**config.mk**
```make
export PLATFORM = sky130hd
export DESIGN_NAME = fmul_fp32_flat
export DESIGN_NICKNAME = d
export VERILOG_FILES = /design/src/rtl/fmul_fp32_if.sv /design/src/rtl/fmul_fp32.sv /design/src/flat_wrapper.sv
export SDC_FILE = /design/constraint.sdc
export NUM_CORES = 2
export LEC_CHECK = 0
export ABC_AREA = 1
export BUFFER_PORTS_ARGS = -buffer_cell sky130_fd_sc_hd__buf_2
export CAP_MARGIN = 30
export CORE_UTILIZATION = 30
export DETAILED_ROUTE_END_ITERATION = 12
export PLACE_DENSITY = 0.47
export SETUP_SLACK_MARGIN = 0.4
export SYNTH_ARGS = -nofsm -noshare
export SYNTH_HDL_FRONTEND = slang
export SYNTH_SLANG_ARGS = --single-unit
export TNS_END_PERCENT = 30
```
**constraint.sdc**
```tcl
create_clock -name clk -period 6.1 [get_ports clk]
set_input_delay 0.915 -clock clk [delete_from_list [all_inputs] [get_ports clk]]
set_output_delay 0.915 -clock clk [all_outputs]
set_load 0.01 [all_outputs]
```
**src/rtl/fmul_fp32_if.sv**
```systemverilog
// Start/done handshake bundle for the FMUL execution unit.
// The master issues operands; the slave returns the product.
interface fmul_fp32_if #(parameter int WIDTH = 32);
    logic             valid_input;
    logic [WIDTH-1:0] a;
    logic [WIDTH-1:0] b;
    logic             valid_output;
    logic [WIDTH-1:0] y;

    modport master (output valid_input, a, b, input  valid_output, y);
    modport slave  (input  valid_input, a, b, output valid_output, y);
endinterface

```
**src/rtl/fmul_fp32.sv**
```systemverilog
// Multi-cycle binary32 multiplier: IDLE -> UNPACK -> MULT -> NORM_ROUND -> DONE.
// Subnormals are flushed to zero; rounding is round-to-nearest-even.
module fmul_fp32 #(
    parameter int WIDTH = 32
) (
    input  logic         clk,
    input  logic         rst_n,
    fmul_fp32_if.slave   bus
);
    typedef enum logic [2:0] {IDLE, UNPACK, MULT, NORM_ROUND, DONE} state_t;
    typedef enum logic [1:0] {K_NORM, K_ZERO, K_INF, K_NAN} kind_t;

    localparam logic [31:0] QNAN = 32'h7FC0_0000;

    state_t            state_q, state_d;
    logic [WIDTH-1:0]  a_q, a_d, b_q, b_d;
    logic              sign_q, sign_d;
    kind_t             kind_q, kind_d;
    logic [23:0]       sig_a_q, sig_a_d, sig_b_q, sig_b_d;
    logic [7:0]        ea_q, ea_d, eb_q, eb_d;
    logic [47:0]       prod_q, prod_d;
    logic signed [9:0] exp_q, exp_d;
    logic [WIDTH-1:0]  res_q, res_d, y_q, y_d;
    logic              valid_q, valid_d;

    logic              a_nan, b_nan, a_inf, b_inf, a_zero, b_zero;
    logic [23:0]       n_sig;
    logic              n_g, n_r, n_s, inc;
    logic signed [9:0] n_exp, r_exp;
    logic [24:0]       rnd;
    logic [22:0]       r_frac;

    always_comb begin
        state_d = state_q;
        a_d     = a_q;
        b_d     = b_q;
        sign_d  = sign_q;
        kind_d  = kind_q;
        sig_a_d = sig_a_q;
        sig_b_d = sig_b_q;
        ea_d    = ea_q;
        eb_d    = eb_q;
        prod_d  = prod_q;
        exp_d   = exp_q;
        res_d   = res_q;
        y_d     = y_q;
        valid_d = 1'b0;

        a_nan  = (a_q[30:23] == 8'hFF) && (a_q[22:0] != 23'd0);
        b_nan  = (b_q[30:23] == 8'hFF) && (b_q[22:0] != 23'd0);
        a_inf  = (a_q[30:23] == 8'hFF) && (a_q[22:0] == 23'd0);
        b_inf  = (b_q[30:23] == 8'hFF) && (b_q[22:0] == 23'd0);
        a_zero = (a_q[30:23] == 8'h00);
        b_zero = (b_q[30:23] == 8'h00);

        // Normalise the 48-bit product to 24 bits plus guard/round/sticky.
        if (prod_q[47]) begin
            n_sig = prod_q[47:24];
            n_g   = prod_q[23];
            n_r   = prod_q[22];
            n_s   = |prod_q[21:0];
            n_exp = exp_q + 10'sd1;
        end else begin
            n_sig = prod_q[46:23];
            n_g   = prod_q[22];
            n_r   = prod_q[21];
            n_s   = |prod_q[20:0];
            n_exp = exp_q;
        end
        inc = n_g & (n_r | n_s | n_sig[0]);
        rnd = {1'b0, n_sig} + {24'd0, inc};
        if (rnd[24]) begin
            r_frac = rnd[23:1];
            r_exp  = n_exp + 10'sd1;
        end else begin
            r_frac = rnd[22:0];
            r_exp  = n_exp;
        end

        unique case (state_q)
            IDLE: begin
                if (bus.valid_input) begin
                    a_d     = bus.a;
                    b_d     = bus.b;
                    state_d = UNPACK;
                end
            end
            UNPACK: begin
                sign_d  = a_q[31] ^ b_q[31];
                sig_a_d = {1'b1, a_q[22:0]};
                sig_b_d = {1'b1, b_q[22:0]};
                ea_d    = a_q[30:23];
                eb_d    = b_q[30:23];
                // NaN covers Inf x zero, so Inf and zero below are exclusive.
                if (a_nan || b_nan || (a_inf && b_zero) || (b_inf && a_zero))
                    kind_d = K_NAN;
                else if (a_inf || b_inf)
                    kind_d = K_INF;
                else if (a_zero || b_zero)
                    kind_d = K_ZERO;
                else
                    kind_d = K_NORM;
                state_d = MULT;
            end
            MULT: begin
                prod_d  = {24'd0, sig_a_q} * {24'd0, sig_b_q};
                exp_d   = $signed({2'b00, ea_q}) + $signed({2'b00, eb_q}) - 10'sd127;
                state_d = NORM_ROUND;
            end
            NORM_ROUND: begin
                unique case (kind_q)
                    K_NAN:  res_d = QNAN;
                    K_INF:  res_d = {sign_q, 8'hFF, 23'd0};
                    K_ZERO: res_d = {sign_q, 31'd0};
                    default: begin
                        if (r_exp >= 10'sd255)
                            res_d = {sign_q, 8'hFF, 23'd0};
                        else if (r_exp <= 10'sd0)
                            res_d = {sign_q, 31'd0};
                        else
                            res_d = {sign_q, r_exp[7:0], r_frac};
                    end
                endcase
                state_d = DONE;
            end
            DONE: begin
                y_d     = res_q;
                valid_d = 1'b1;
                state_d = IDLE;
            end
            default: state_d = IDLE;
        endcase
    end

    always_ff @(posedge clk) begin
        if (rst_n) begin
            state_q <= IDLE;
            a_q     <= '0;
            b_q     <= '0;
            sign_q  <= 1'b0;
            kind_q  <= K_NORM;
            sig_a_q <= '0;
            sig_b_q <= '0;
            ea_q    <= '0;
            eb_q    <= '0;
            prod_q  <= '0;
            exp_q   <= '0;
            res_q   <= '0;
            y_q     <= '0;
            valid_q <= 1'b0;
        end else begin
            state_q <= state_d;
            a_q     <= a_d;
            b_q     <= b_d;
            sign_q  <= sign_d;
            kind_q  <= kind_d;
            sig_a_q <= sig_a_d;
            sig_b_q <= sig_b_d;
            ea_q    <= ea_d;
            eb_q    <= eb_d;
            prod_q  <= prod_d;
            exp_q   <= exp_d;
            res_q   <= res_d;
            y_q     <= y_d;
            valid_q <= valid_d;
        end
    end

    assign bus.y            = y_q;
    assign bus.valid_output = valid_q;
endmodule

```
**src/flat_wrapper.sv**
```systemverilog
// flat-port wrapper written by rule: the top's interface ports become plain ports
module fmul_fp32_flat 
#(
    parameter int WIDTH = 32
)
  (clk, rst_n, bus_valid_input, bus_a, bus_b, bus_valid_output, bus_y);
  fmul_fp32_if #(.WIDTH(WIDTH)) bus_i ();
  input  logic clk;
  input  logic rst_n;
  input wire logic [$bits(bus_i.valid_input)-1:0] bus_valid_input;
  input wire logic [$bits(bus_i.a)-1:0] bus_a;
  input wire logic [$bits(bus_i.b)-1:0] bus_b;
  output wire logic [$bits(bus_i.valid_output)-1:0] bus_valid_output;
  output wire logic [$bits(bus_i.y)-1:0] bus_y;
  assign bus_i.valid_input = bus_valid_input;
  assign bus_i.a = bus_a;
  assign bus_i.b = bus_b;
  assign bus_valid_output = bus_i.valid_output;
  assign bus_y = bus_i.y;
  fmul_fp32 #(.WIDTH(WIDTH)) u_core (.clk(clk), .rst_n(rst_n), .bus(bus_i));
endmodule
```
-- Word-level counts from Yosys, hierarchy flattened
Index checks and enable logic that the tools add are counted.
Widths: inputs -> output; s select.
- add/subtract/negate cells: 5
- $mul: 1
- $lt $le $gt $ge: 2
- eq/ne operators: 10
- mux-type cells: 16
- bitwise operators: 4
- reduce and logical (&&, ||, !) cells: 21
- operator list (cell ; number):
    $pmux 32 s3 ; 1
    $mux 31 ; 2
    $mul 24x24->48 ; 1
    $logic_not 23->1 ; 2
    $reduce_bool 23->1 ; 2
    $add 24x1->25 ; 1
    $mux 24 ; 1
    $mux 23 ; 1
    $reduce_or 22->1 ; 1
    $reduce_or 21->1 ; 1
    $add 10x2->10 const B ; 2
    $mux 10 ; 2
    $eq 8x8->1 const B ; 2
    $logic_not 8->1 ; 2
    $pmux 3 s4 ; 1
    $ge 10x9->1 const B ; 1
    $le 10x1->1 const B ; 1
    $sub 10x8->10 const B ; 1
    $add 8x8->9 ; 1
    $eq 3x2->1 const B ; 2
    $logic_and 1x1->1 ; 6
    $logic_or 1x1->1 ; 5
    $mux 1 ; 5
    $eq 2x2->1 const B ; 2
    11 further kinds ; 13
- bits in registers: 257
- input port bits: 67
- output and inout port bits: 33
- word-level logic and storage cells: 73

-- Longest topological paths before layout
- depth after elaboration: 11
- depth in mapped cells: 34
- depth with buffers taken out: 32

-- Least setup slack after synthesis
OpenSTA, ideal clock, no wires.
- path type: register to register
- from: register u_core.sig_b_q[9]
- to: register u_core.prod_q[43]
- setup time: 0.058 ns
- arrival time: 6.303 ns
- data required time: 6.042 ns
- slack: -0.261 ns
- stages on the path, launching flop included: 26
- path buffers: 2
- period minus slack after synthesis: 6.361 ns
- cells stage by stage: dfxtp_1 -> clkbuf_1 -> clkbuf_1 -> nand2_1 -> fa_1 -> inv_1 -> fa_1 -> inv_1 -> fa_1 -> inv_1 -> fa_1 -> fa_1 -> fa_1 -> inv_1 -> fa_1 -> inv_1 -> ha_1 -> nand2_1 -> nor2_1 -> nand2_1 -> nor3_1 -> or3b_2 -> a31o_2 -> nand3_1 -> o211ai_1 -> inv_1
- word-level cells in the longest chain between the ends: 1
- ends and longest elaborated chain (element ; line ; source):
    start: declaration ; fmul_fp32.sv:19 ; logic [23:0] sig_a_q, sig_a_d, sig_b_q, sig_b_d;
    start signal: assignment ; fmul_fp32.sv:158 ; sig_b_q <= sig_b_d;
    $mul 24x24->48 ; fmul_fp32.sv:106 ; prod_d = {24'd0, sig_a_q} * {24'd0, sig_b_q};
    end signal: assignment ; fmul_fp32.sv:161 ; prod_q <= prod_d;
    end: declaration ; fmul_fp32.sv:21 ; logic [47:0] prod_q, prod_d;
Every way passes these cells.
A chain may end at the register's enable or synchronous reset.

-- Worst setup path after layout
- from: register u_core.sig_a_q[10]
- to: register u_core.prod_q[43]
- word-level cells in the longest chain between the ends: 1
- ends and longest elaborated chain (element ; line ; source):
    start: declaration ; fmul_fp32.sv:19 ;
    start signal: assignment ; fmul_fp32.sv:157 ; sig_a_q <= sig_a_d;
    $mul 24x24->48 ; fmul_fp32.sv:106 ;
Every way passes these cells.

==> run summary <==
Post-synth EDFFs = 0
GRT Residual Overflow = 0
CTS Hold Bufs = 0
mux cell area share after synthesis = 0%
endpoints failing setup = 13
Synth cell types = 50
Worst slew margin = 40.89%
Clock Latency Late Sink = 600 ps
reg2reg setup slack = -130 ps
CTS root buffer = clkbuf_16
clock-pin slew on the worst setup and hold paths = 60 ps
commonest non-fill, non-tap cell in the layout = inv_1
area share of the largest cell type after synthesis = 30.78%
drt pass-1 iters = 5
Worst EP required = 6650 ps
diode count = 0
antenna violations before repair = 4
share of layout cells above drive strength 1 = 18.05%
Fin. Hold Viols = 0
critical path type = reg -> reg
number of cells on the critical path = 25
Seq cells post-synth = 256
XOR/XNOR share of the synthesized area = 1.701%
WHS Path Cells = 2
adder-cell area share of the yosys netlist = 38.23%
I/O Buffers = 99
critical path peak fanout = 7
ys flop type = dfxtp_1
sequential fraction of the synthesis area = 16.31%
Power Dens Cells = 171.1 mW/mm^2
Simple-Gate Fraction of Synth Area = 17.24%
outcome = finished with violations
CP max stage cell = fa_2
final setup margin = -129.3 ps
P_leak = 20.56 nW
crit end category = flip-flop
hpwl dp = 74400 um
post-route ant nets = 0
Min Clock Period, post-route = 6229 ps
full die area = 0.1060 mm^2
number of synthesis warnings = 0
Vias/cell = 4.468
Via Count = 26520
largest net degree at the start of global routing = 80
WL/cell = 15.16 um
largest family of logic cells by synthesized area = adder cells
DRC viols = 0
Syn Area/Cell = 7.343 um^2
area leader, netlist = fa_1
worst-margin pin slew = 885.7 ps
Cells after Synth = 4278
fmax = 0.1605 GHz
Cell Area, Placed = 0.03616 mm^2
Worst path max stage delay = 540 ps
Die X = 325.6 um
failing checks = setup timing
Layout Nets = 5270
worst vdd ir = 0.2347 mV
first-pass GRT wire length = 148100 um
Max H-tree Level = 1
final wirelength = 89950 um
largest cells by area after synthesis = fa_1 31%, dfxtp_1 16%, inv_1 13%
FFs w/ async S/R, synth = 0%
dpl ws = -412.1 ps
Clock Skews = 24.70 ps
TritonCTS clock tree = done
CTS buffer count = 30
GP Congestion = 0.8501
Compound-Gate Fraction of Synth Area = 10.12%
iteration-0 DRC count of the detailed router = 1114
area of the mapped netlist = 0.03141 mm^2
Slew Limit Fails = 0
vias in the first global route = 27900
MaxCap Viol Count = 0
clk sink count = 256
Crit path max-delay family = adder cells
worst-case clock buffer depth = 3
P&R area growth vs syn = 22.94%
Core Box Area = 0.1036 mm^2
final period utilization = 102.1%
WP buf/inv = 8
Hold Path Class = reg -> reg
commonest cells after routing, fill and taps aside = 1074 x inv_1, 890 x nand2_1, 458 x fa_1
unrepaired setup endpoints after global routing = true
Startpoint Class = flip-flop
CP arrival = 6780 ps
Cell Rows = 118
initial core utilization = 30.31%
Die Y = 325.6 um
Syn Nets = 5015
IO Pins = 100
gr usage total = 17.28%
R2R cell count = 25
Finished Cell Area = 0.03862 mm^2
repair_timing:
item,CTS,global route
pin swaps,71,70
setup endpoints to repair,36,37
resized for setup,174,174
gates cloned,1,3
setup buffers,21,13
worst register-to-register path, stage by stage, from the launching register on:
cell      delay (ps)
dfxtp_4          380
buf_4            150
buf_4            140
nand2_1           60
inv_2             40
fa_1             490
inv_1             50
fa_1             490
fa_2             540
inv_1             50
fa_2             540
fa_2             440
fa_1             500
inv_1             50
fa_1             500
inv_2             50
ha_4             320
nand2_4           80
nor2_4           120
nand2_2           80
nor3_4           200
or3b_4           410
a31o_2           250
nand3_1           70
o211ai_1          90
inv_1             80
sequential cells by signal, summed over array words and instances (netlist names):
register                 flops
u_core.sig_b_q              24
u_core.ea_q                  8
u_core.state_q               3
u_core.kind_q                2
u_core.sig_a_q              23
u_core.res_q                32
u_core.a_q                  32
u_core.sign_q                1
u_core.b_q                  32
u_core.exp_q                10
u_core.prod_q               48
u_core.bus.valid_output      1
u_core.bus.y                32
u_core.eb_q                  8
routing by layer:
layer  vias up  part of all wire, %  global-route usage [%]
met2       417                   49                   30.99
met1     12860                   45                   22.77
met5         -                    0                       0
met3        99                  3.5                   1.297
met4         0                  2.2                   3.276
li1      13150                    -                       -
final cells by class:
type / instances / area [um^2]
clock buffers: 42 / 815.8
multi-input cells: 2666 / 22500
clock inverters: 12 / 128.9
well taps: 1380 / 1727
fillers: 11060 / 65020
inverters: 1123 / 4223
flip-flops and latches: 256 / 5190
repair buffers: 456 / 4040
synth_stat cells, drive strengths merged, types with 2 or more instances:
master	n
ha	187
a21o	5
o221ai	2
clkbuf	215
xnor2	27
nor4	16
a31o	3
and3	2
nand2	934
inv	1122
nor3	25
a21boi	5
o31ai	2
nand4	39
a31oi	18
dfxtp	256
nand3	91
nor2	224
o21ai	284
fa	483
o21bai	13
buf	18
a21oi	249
xor2	34
a211oi	5
o211ai	9
o21a	2
stage by stage:
stage | util [%] | hold slack [ps] | setup TNS [ps] | instances | total power [mW]
floorplan | - | 436.3 | 0 | 4278 | 3.602
global placement | 34.85 | 454.9 | -7183 | 5841 | 4.594
detailed placement | 34.89 | 457.7 | -8337 | 5843 | 4.599
CTS | 36.56 | 467.4 | -1010 | 5919 | 6.561
global route | 37.26 | 482.7 | -7064 | 5935 | 7.101
finish | 37.26 | 464.5 | -639.6 | 5935 | 6.609
worst paths after layout:
path | start | endpoint
worst min-delay path | u_core.res_q[2]$_SDFFE_PP0P_ | u_core.res_q[2]$_SDFFE_PP0P_
worst max-delay path | u_core.sig_a_q[10]$_SDFFE_PP0N_ | u_core.prod_q[43]$_SDFFE_PP0N_
worst max register to register | u_core.sig_a_q[10]$_SDFFE_PP0N_ | u_core.prod_q[43]$_SDFFE_PP0N_
worst min register to register | u_core.res_q[2]$_SDFFE_PP0P_ | u_core.res_q[2]$_SDFFE_PP0P_
power by group:
group / internal (mW) / switching [mW] / total [mW]
Sequential: 1.80 / 0.0974 / 1.90
Combinational: 1.23 / 1.71 / 2.94
Clock: 0.982 / 0.785 / 1.77
logic make-up after synthesis:
logic type | count (synthesis)
and+or+nand+nor | 1334
DFF | 256
xor gates and xnor gates | 61
AOI/OAI and AO/OA | 601
buffers and inverters | 1356
adders and majority gates | 670
Power figures use the tool's default switching activity.
